--- src/rtl/mix_add_round_key.sv ---
// AES round tail: MixColumns (one column per cycle through a shared col_oper)
// followed by AddRoundKey, with valid/ready handshakes on both sides.

module col_oper (
    input  logic [0:31] col_in,
    output logic [0:31] col_out
);

    logic [7:0] a0, a1, a2, a3;
    logic [7:0] b0, b1, b2, b3;

    // Multiply by x in GF(2^8) modulo the AES polynomial
    function automatic logic [7:0] xtime(input logic [7:0] b);
        return {b[6:0], 1'b0} ^ (b[7] ? 8'h1b : 8'h00);
    endfunction

    always_comb begin
        a0 = col_in[0:7];
        a1 = col_in[8:15];
        a2 = col_in[16:23];
        a3 = col_in[24:31];
        b0 = xtime(a0) ^ xtime(a1) ^ a1 ^ a2 ^ a3;
        b1 = a0 ^ xtime(a1) ^ xtime(a2) ^ a2 ^ a3;
        b2 = a0 ^ a1 ^ xtime(a2) ^ xtime(a3) ^ a3;
        b3 = xtime(a0) ^ a0 ^ a1 ^ a2 ^ xtime(a3);
        col_out = {b0, b1, b2, b3};
    end

endmodule

module mix_add_round_key (
    input  logic         clk,
    input  logic         rst,
    input  logic         in_valid,
    output logic         in_ready,
    input  logic [0:127] in_state,
    input  logic [0:127] in_key,
    input  logic         in_last,
    output logic         out_valid,
    input  logic         out_ready,
    output logic [0:127] out_state
);

    localparam int unsigned DATA_W = 128;
    localparam int unsigned COL_W  = 32;
    localparam int unsigned CNT_W  = 2;

    typedef enum logic [1:0] {
        IDLE = 2'd0,
        BUSY = 2'd1,
        DONE = 2'd2
    } state_t;

    state_t             state_q, state_d;
    logic [0:DATA_W-1]  st_q, st_d;
    logic [0:DATA_W-1]  key_q, key_d;
    logic               last_q, last_d;
    logic [0:DATA_W-1]  res_q, res_d;
    logic [CNT_W-1:0]   col_cnt_q, col_cnt_d;
    logic               in_ready_q, in_ready_d;
    logic               out_valid_q, out_valid_d;

    logic [0:COL_W-1]   col_in_c;
    logic [0:COL_W-1]   col_out_c;
    logic [0:COL_W-1]   mixed_c;
    logic [6:0]         col_base_c;

    col_oper u_col_oper (
        .col_in  (col_in_c),
        .col_out (col_out_c)
    );

    always_ff @(posedge clk) begin
        if (rst) begin
            state_q     <= IDLE;
            st_q        <= '0;
            key_q       <= '0;
            last_q      <= 1'b0;
            res_q       <= '0;
            col_cnt_q   <= '0;
            in_ready_q  <= 1'b1;
            out_valid_q <= 1'b0;
        end else begin
            state_q     <= state_d;
            st_q        <= st_d;
            key_q       <= key_d;
            last_q      <= last_d;
            res_q       <= res_d;
            col_cnt_q   <= col_cnt_d;
            in_ready_q  <= in_ready_d;
            out_valid_q <= out_valid_d;
        end
    end

    // Column select, MixColumns bypass on the final round, and the FSM
    always_comb begin
        state_d    = state_q;
        st_d       = st_q;
        key_d      = key_q;
        last_d     = last_q;
        res_d      = res_q;
        col_cnt_d  = col_cnt_q;
        col_base_c = {col_cnt_q, 5'd0};
        col_in_c   = st_q[col_base_c +: COL_W];
        mixed_c    = last_q ? col_in_c : col_out_c;

        case (state_q)
            IDLE: begin
                if (in_valid) begin
                    st_d      = in_state;
                    key_d     = in_key;
                    last_d    = in_last;
                    col_cnt_d = '0;
                    state_d   = BUSY;
                end
            end
            BUSY: begin
                res_d[col_base_c +: COL_W] = mixed_c ^ key_q[col_base_c +: COL_W];
                col_cnt_d = CNT_W'(col_cnt_q + 2'd1);
                if (col_cnt_q == 2'd3) begin
                    state_d = DONE;
                end
            end
            DONE: begin
                if (out_ready) begin
                    state_d = IDLE;
                end
            end
            default: begin
                state_d = IDLE;
            end
        endcase

        // Handshake flags are flopped from the next state, so no input-to-output path
        in_ready_d  = (state_d == IDLE);
        out_valid_d = (state_d == DONE);
    end

    assign in_ready  = in_ready_q;
    assign out_valid = out_valid_q;
    assign out_state = res_q;

endmodule

--- config.mk ---
export PLATFORM = sky130hd
export DESIGN_NAME = mix_add_round_key
export DESIGN_NICKNAME = d
export VERILOG_FILES = /design/src/rtl/mix_add_round_key.sv
export SDC_FILE = /design/constraint.sdc
export NUM_CORES = 1
export LEC_CHECK = 0
export ABC_CLOCK_PERIOD_IN_PS = 3800
export CAP_MARGIN = 40
export CORE_MARGIN = 2
export CORE_UTILIZATION = 48
export CTS_CLUSTER_DIAMETER = 60
export DETAILED_ROUTE_END_ITERATION = 8
export PLACE_DENSITY = 0.77
export SYNTH_ARGS = -nofsm -noshare
export SYNTH_HDL_FRONTEND = slang
export SYNTH_SLANG_ARGS = --single-unit
--- constraint.sdc ---
create_clock -name clk -period 3.8 [get_ports clk]
set_input_delay 0.57 -clock clk [delete_from_list [all_inputs] [get_ports clk]]
set_output_delay 0.57 -clock clk [all_outputs]
set_load 0.02 [all_outputs]
Word-level counts from Yosys, hierarchy flattened

Cells that the tools add are included.

Bitwise operators: 22
Shift-type cells: 4
Div/mod/pow operators: 0
Equality and inequality tests: 5
Multiplexer cells: 12
Multiply operators: 0
Reduce and logical (&&, ||, !) cells: 5
Magnitude comparators: 0
Add/subtract/negate cells: 2

Operators with widths:

| cell                        | count |
|---|---|
| $shiftx A128 B8 Y129        | 2 |
| $xor A8 B8 Y8               | 19 |
| $shift A129 B9 Y128 const A | 1 |
| $shiftx A129 B9 Y128        | 1 |
| $bwmux W128                 | 1 |
| $mux W32                    | 1 |
| $xor A32 B32 Y32            | 1 |
| $mux W5                     | 4 |
| $neg A8 Y9                  | 1 |
| $mux W2                     | 4 |
| $not A7 Y8                  | 1 |
| $xor A8 B5 Y8               | 1 |
| $eq A2 B2 Y1 const B        | 3 |
| $pmux W2 S3                 | 1 |
| $logic_not A2 Y1            | 2 |
| $pmux W2 S2                 | 1 |
| $reduce_and A2 Y1           | 2 |
| $add A2 B1 Y2 const B       | 1 |
| $eq A2 B1 Y1 const B        | 1 |
| $ne A2 B2 Y1 const B        | 1 |
| $reduce_bool A2 Y1          | 1 |

Memories kept: 0
Memory bits (read-only): 0
Bits in latches: 0
Output and inout port bits: 130
Input bits: 261
RAM bits: 0
Logic and storage cells: 58
Flip-flop bits (word level): 391

Logic depth before layout (Yosys ltp)

Gate-level depths: netlist (run 1).

Word-level depth: 12
Gate-level depth with buffers: 11
Depth with buffers taken out: 6

Hierarchy

From an unflattened synthesis (run 1), not the netlist that was laid out.

Cells, all modules: 1771
Area total of the unflattened synthesis: 17067.6 sq um

Modules (own cells, without submodules):

| module            | instances | area each (sq um) | cells an instance |
|---|---|---|---|
| mix_add_round_key | 1         | 15758.9           | 1696 |
| col_oper          | 1         | 1308.8            | 75 |

Worst setup path before layout (run 1)

Ideal clock, no wire load.

Path kind: register -> register
From: register col_cnt_q[1]
To: register res_q, in the netlist out_state[108]
Arrival: 2060 ps
Stages on the path, launching flop included: 8
Path buffers: 2
Clock period less this slack: 2194 ps
Required time: 3666 ps
Setup slack: 1606 ps
Path through: dfxtp_1 -> buf_6 -> buf_12 -> mux4_2 -> xor2_2 -> xnor2_1 -> xnor2_1 -> o22ai_1

Word-level cells in the longest chain between the ends: 12

Ends and longest elaborated chain:

| element                                              | RTL line   | RTL |
|---|---|---|
| from (decl)                                          | 59         | `logic [CNT_W-1:0] col_cnt_q, col_cnt_d;` |
| from (signal assigned)                               | 89         | `col_cnt_q <= col_cnt_d;` |
| $not A7 Y8 (not written as such) (*)                 | 104, 118   |  |
| $shiftx A128 B8 Y129                                 | 104        | `col_in_c = st_q[col_base_c +: COL_W];` |
| $mux W5                                              | 14         | `return {b[6:0], 1'b0} ^ (b[7] ? 8'h1b : 8'h00);` |
| $xor A8 B5 Y8 or $xor A8 B8 Y8 (tied branches)       | 14         |  |
| $xor A8 B8 Y8, on equally long branches (4 in a row) | 25, 22, 23 |  |
| $mux W32                                             | 105        | `mixed_c = last_q ? col_in_c : col_out_c;` |
| $xor A32 B32 Y32                                     | 118        | `res_d[col_base_c +: COL_W] = mixed_c ^ key_q[col_base_c +: COL_W];` |
| $shiftx A129 B9 Y128                                 | 118        |  |
| $bwmux W128 (*)                                      | 118        |  |
| to (signal assigned)                                 | 88         | `res_q <= res_d;` |
| to (decl)                                            | 58         | `logic [0:DATA_W-1] res_q, res_d;` |

Every way passes the cells marked *; elsewhere a longest branch is shown, timed or not.
A chain may end at the register's enable or synchronous reset.

Worst setup path in the final report (run 1)

From: register col_cnt_q[1]
To: register res_q, in the netlist out_state[111]

The elaborated chain is that of the path after synthesis.

==> flow_summary.toml, run 1 <==
[timing]
min_period_ns = 2.98
fin_skew_ns = 0.0174
rsz0062_at_grt = "false"
max_freq_ghz = 0.335
setup_viol = 0
worst_pin_slew_ns = 0.912
finalCritPeriodShare = 0.785
hold_viol = 0
max_slew_margin = 0.389
finalSetupTns_ns = 0
worst_slack_ns = 0.817
final_max_slew_viol_count = 0

[critical_path]
crit_top_cell = "xnor2_1"
critPathKind = "reg -> reg"
setup.worst_path.start_class = "flip-flop"
reg2reg_depth = 6
critPathBufInv = 1
cp_slowest_cell = "dfxtp_4"
cp-end-kind = "flip-flop"
cpPeakStageDelay_ns = 0.67
timing.rr.end = "out_state[111]"
cp_data_required_time_ns = 4.20
rr_startpoint = "col_cnt_q[1]"
cp_cell_sequence = "buf_4, mux4_2, xor2_1, xnor2_1, xnor2_1, o21ai_0"
critPathTopFamily = "XOR/XNOR gates"
crit_arrival_ns = 3.38
r2r_slack_ns = 0.82
crit_fanout = 28

[route]
vias = 15300
met3_length_mm = 4.56
drt-total-wl_mm = 56.9
viasPerCell = 5.75
routedWlPerCell_um = 21.4
wl_met1_mm = 22.8
met2_length_mm = 26.8
ant_nets = 0
drc = 0
initialDrtViolationCount = 1484
drtPass1Iterations = 6
highest_layer = "met4"

[pwr]
p_int_mw = 7.43
p_per_area_nw_per_um2 = 463
pwr-share-comb = 0.195
clockPowerShare = 0.374
p_seq_frac = 0.431
p_switching_mw = 2.89
ir_drop_mv = 0.347
swShare = 0.280
leakage_nw = 7.83

[cts]
clockBufferDepth = 3
clk_latency_ns = 0.53
cts-root-buf = "clkbuf_16"
cts_made_buffers = 41
hold_buffers = 0
tritoncts = "done"
clock-sinks = 391
htreeDepth = 2
postCtsSetupBuffers = 0
clk_pin_slew_worst_paths_ns = 0.06
ctsResizeCount = 0

[global_route]
grt_overflow = 0
grt_start_max_net_pins = 106
grtUsageTotal = 0.305
grt_pass1_wl_mm = 85.1
grt_pass1_vias = 14700
antenna_found_initial = 2

[logic_synthesis]
yosysWarnings = 0
synth_seq_cells = 391
synth_cells = 1856
synth.distinct_cells = 33
syn_area_um2 = 16800
synthTopCellsByArea = "dfxtp_1 47%, nand2_1 12%, mux4_2 8.6%, a21oi_1 7.9%, xnor2_1 5.8%"
synth_top_area_cell = "dfxtp_1"
synth_top_area_frac = 0.467
syn-num-nets = 2121
avgSynthCellArea_um2 = 9.03
seq_area_frac_synth = 0.467

[place]
pre_cts_ws_ns = 0.821
dp_hpwl_mm = 42.4
port_buffers = 390
place.gp.congestion = 0.935
dpl_cell_area_um2 = 21000

[hold_path]
holdPathStages = 2
hold_path.class = "reg -> reg"
min_to = "key_q[54]"
min_from = "key_q[54]"

[floorplan]
io_pins = 391
die_area_um2 = 36400
start_util = 0.486
rows = 68
die_width_um = 191
die_h_um = 191
core_area_um2 = 34500

[final_layout]
final_cell_mix = "526 x nand2_1, 389 x dfxtp_1, 389 x clkdlybuf4s50_1"
postLayoutCellArea_um2 = 22300
final_layout_size_suffix_gt1_frac = 0.0835
post-route-util = 0.646
final_common_cell = "nand2_1"
syn_to_final_growth_pct = 33.0
fin_nets = 2444

[flow_run]
max-cap-violations = 0

[outcome]
status = "finished, final reports clean"
## power by group through the flow
stage,Clock (mW),Sequential (mW),Combinational [mW]
floorplan,0,4.53,1.15
global placement,0,4.53,1.95
detailed placement,0,4.53,1.98
CTS,3.90,4.44,1.99
global route,4.07,4.46,2.13
finish,3.87,4.44,2.01
## per-layer routing
| layer | vias up | track usage |
|---|---|---|
| met5 | - | 0 |
| met1 | 7291 | 0.401 |
| li1 | 7051 | - |
| met2 | 826 | 0.497 |
| met4 | 0 | 0.143 |
| met3 | 133 | 0.0429 |
## Yosys cell counts (all sizes together)
| master | n |
|---|---|
| a21oi | 265 |
| a22oi | 128 |
| and2 | 1 |
| buf | 23 |
| clkbuf | 123 |
| dfxtp | 391 |
| ha | 4 |
| inv | 5 |
| mux2i | 1 |
| mux4 | 64 |
| nand2 | 527 |
| nand2b | 2 |
| nor2 | 5 |
| nor2b | 1 |
| nor3 | 5 |
| nor4 | 6 |
| o21ai | 82 |
| o22ai | 48 |
| or3b | 1 |
| or4 | 1 |
| xnor2 | 121 |
| xor2 | 52 |
## registers in the layout (all words and copies together), names as in the netlist
register / cells
col_cnt_q: 2
in_ready: 1
key_q: 128
last_q: 1
out_state: 128
out_valid: 1
st_q: 128
state_q: 2
## worst max path at each step
stage	from	endpoint	slack, ns	depth (start not counted)
3_5_place_dp	col_cnt_q[1]	out_state[111]	0.82	6
4_1_cts	col_cnt_q[1]	out_state[111]	0.82	6
6_report	col_cnt_q[1]	out_state[111]	0.82	6
2_1_floorplan	col_cnt_q[1]	out_state[108]	1.61	7
3_3_place_gp	col_cnt_q[1]	out_state[111]	0.91	6
5_1_grt	col_cnt_q[1]	out_state[15]	0.66	6
## area by class of cell
class                   instances  area (um2)
repair buffers                426        4250
well taps                     455         569
flip-flops and latches        391        7840
diodes                          1        2.50
clock buffers                  58        1160
multi-input cells            1314        8310
inverters                       5        18.8
fillers                      2855       12200
clock inverters                 9         118
## kinds of logic (layout without fill, tap and decap cells)
group                    Yosys count  in the layout  synth area share
flip-flops                       391            391             0.467
other                              0              1                 0
XOR/XNOR                         173            173             0.100
multiplexers                      65             65            0.0866
adder cells (fa/ha/maj)            4              4           0.00299
AND/OR/NAND/NOR                  549            549             0.125
buffers and inverters            151            498            0.0386
AO/OA/AOI/OAI                    523            523             0.179
## through the flow
step / power [mW] / instances / hold slack [ns]
after floorplan: 5.68 / 1856 / 0.433
after global placement: 6.47 / 2591 / 0.439
after detailed placement: 6.51 / 2591 / 0.445
after CTS: 10.3 / 2658 / 0.453
after global routing: 10.7 / 2659 / 0.468
final: 10.3 / 2659 / 0.451
## worst register-to-register path, delay by kind of cell (launching register included)
kind,cells,cell delay (ns)
flops,1,0.67
buf+inv,1,0.35
xor+xnor,3,1.07
compound gates,1,0.15
mux,1,0.61
(Power assumes the default switching activity.)
==> run 2, diff against run 1 <==
- ABC_CLOCK_PERIOD_IN_PS: 3800 -> 2700
- CORE_UTILIZATION: 48 -> 45
- PLACE_DENSITY: 0.77 -> 0.76
- clock period: 3.8 -> 2.7 ns (I/O delays scaled with it)
==> flow_summary.toml, run 2 (synthesis gave the netlist of run 1 again) <==
[timing]
hold_viol = 0
max_slew_margin = 0.409
setup_viol = 0
worst_pin_slew_ns = 0.887
max_freq_ghz = 0.393
rsz0062_at_grt = "false"
finalSetupTns_ns = 0
min_period_ns = 2.55
fin_skew_ns = 0.0165
worst_slack_ns = 0.154
holdWs_ns = 0.252
finalCritPeriodShare = 0.943
final_max_slew_viol_count = 0

[route]
drt-total-wl_mm = 57.9
drc = 0
viasPerCell = 5.69
ant_nets = 0
drtPass1Iterations = 6
vias = 15400
initialDrtViolationCount = 1443
routedWlPerCell_um = 21.4

[floorplan]
rows = 70
start_util = 0.458
core_area_um2 = 36600
die_width_um = 197
die_area_um2 = 38800
die_h_um = 197
io_pins = 391

[outcome]
status = "finished, final reports clean"

[critical_path]
setup.worst_path.start_class = "flip-flop"
crit_fanout = 27
cp-end-kind = "flip-flop"
cp_slowest_cell = "mux4_2"
critPathKind = "reg -> reg"
cpPeakStageDelay_ns = 0.71
cp_cell_sequence = "buf_12, mux4_2, xor2_2, xor2_1, xnor2_1, o22ai_1"
cp_data_required_time_ns = 3.09
crit_arrival_ns = 2.94

[global_route]
grtUsageTotal = 0.289
antenna_found_initial = 3
grt_pass1_wl_mm = 86.3
grt_start_max_net_pins = 104
grt_overflow = 0
grt_pass1_vias = 14800

[cts]
tritoncts = "done"
clockBufferDepth = 3
clk_latency_ns = 0.54
clock-sinks = 391
cts_made_buffers = 42
clk_pin_slew_worst_paths_ns = 0.06
htreeDepth = 2
cts-root-buf = "clkbuf_16"

[place]
dpl_cell_area_um2 = 21300
dp_hpwl_mm = 43.3
port_buffers = 390
pre_cts_ws_ns = 0.0910
place.gp.congestion = 0.970
dp.cells = 2628

[flow_run]
max-cap-violations = 0

[final_layout]
final_layout_size_suffix_gt1_frac = 0.101
n_fill_cell = 3095
syn_to_final_growth_pct = 35.6
final_cells = 2708
post-route-util = 0.621
final_common_cell = "nand2_1"
final_cell_mix = "526 x nand2_1, 389 x dfxtp_1, 389 x clkdlybuf4s50_1"
postLayoutCellArea_um2 = 22700
fin_nets = 2470

[pwr]
leakage_nw = 8.07
power_mw = 15.0
ir_drop_mv = 0.453
p_per_area_nw_per_um2 = 658

[hold_path]
hold_path.class = "in -> reg"
run 2: cell count changes in the layout (fill, tap and decap cells not counted), sizes merged:
cell and change:
buf +25, clkbuf -3, clkinv +10, clkinvlp +1, diode +1, inv +2
run 2: area by class of cell:
type / count / area (um2) / area share
Multi-Input combinational cell: 1314 / 8320 / 0.366
Clock buffer: 55 / 1200 / 0.0529
Antenna cell: 2 / 5.00 / 0.000220
Sequential cell: 391 / 7840 / 0.345
Tap cell: 468 / 586 / 0.0258
Clock inverter: 22 / 176 / 0.00776
Inverter: 5 / 18.8 / 0.000826
Timing Repair Buffer: 451 / 4570 / 0.201
run 2: worst paths after layout:
path / end / start / cells after the start / slack, ns
hold reg to reg: key_q[84] / key_q[84] / 2 / 0.45
setup reg to reg: out_state[107] / col_cnt_q[1] / 6 / 0.15
setup / recovery: out_state[107] / col_cnt_q[1] / 6 / 0.15
hold / removal: out_state[68] / rst / 2 / 0.25
run 2: routing by layer:
metal / routed length, um / track usage / part of all wire
met1: 23000 / 0.378 / 0.40
met2: 27500 / 0.477 / 0.47
met3: 5020 / 0.0483 / 0.087
met4: 2370 / 0.115 / 0.041
met5: 13 / 0 / 0.00022
run 2: power by group:
group          internal, mW  total [mW]  leakage (nW)  switching [mW]
sequential             6.06        6.25          3.19           0.182
clock                  3.34        5.70         0.698            2.36
combinational          1.32        3.02          4.18            1.70
run 2: critical path, delay by kind of cell (launching register included):
family | cells | cell delay (ns)
XOR/XNOR | 3 | 0.90
multiplexers | 1 | 0.71
flip-flops | 1 | 0.38
buffers and inverters | 1 | 0.24
AO/OA/AOI/OAI | 1 | 0.17
run 2: what timing repair did:
item                       in CTS  in global routing
hold endpoints to repair        0                  0
setup endpoints to repair       0                 10
setup buffers                   0                  1
hold buffers                    0                  0
resized for setup               0                  2
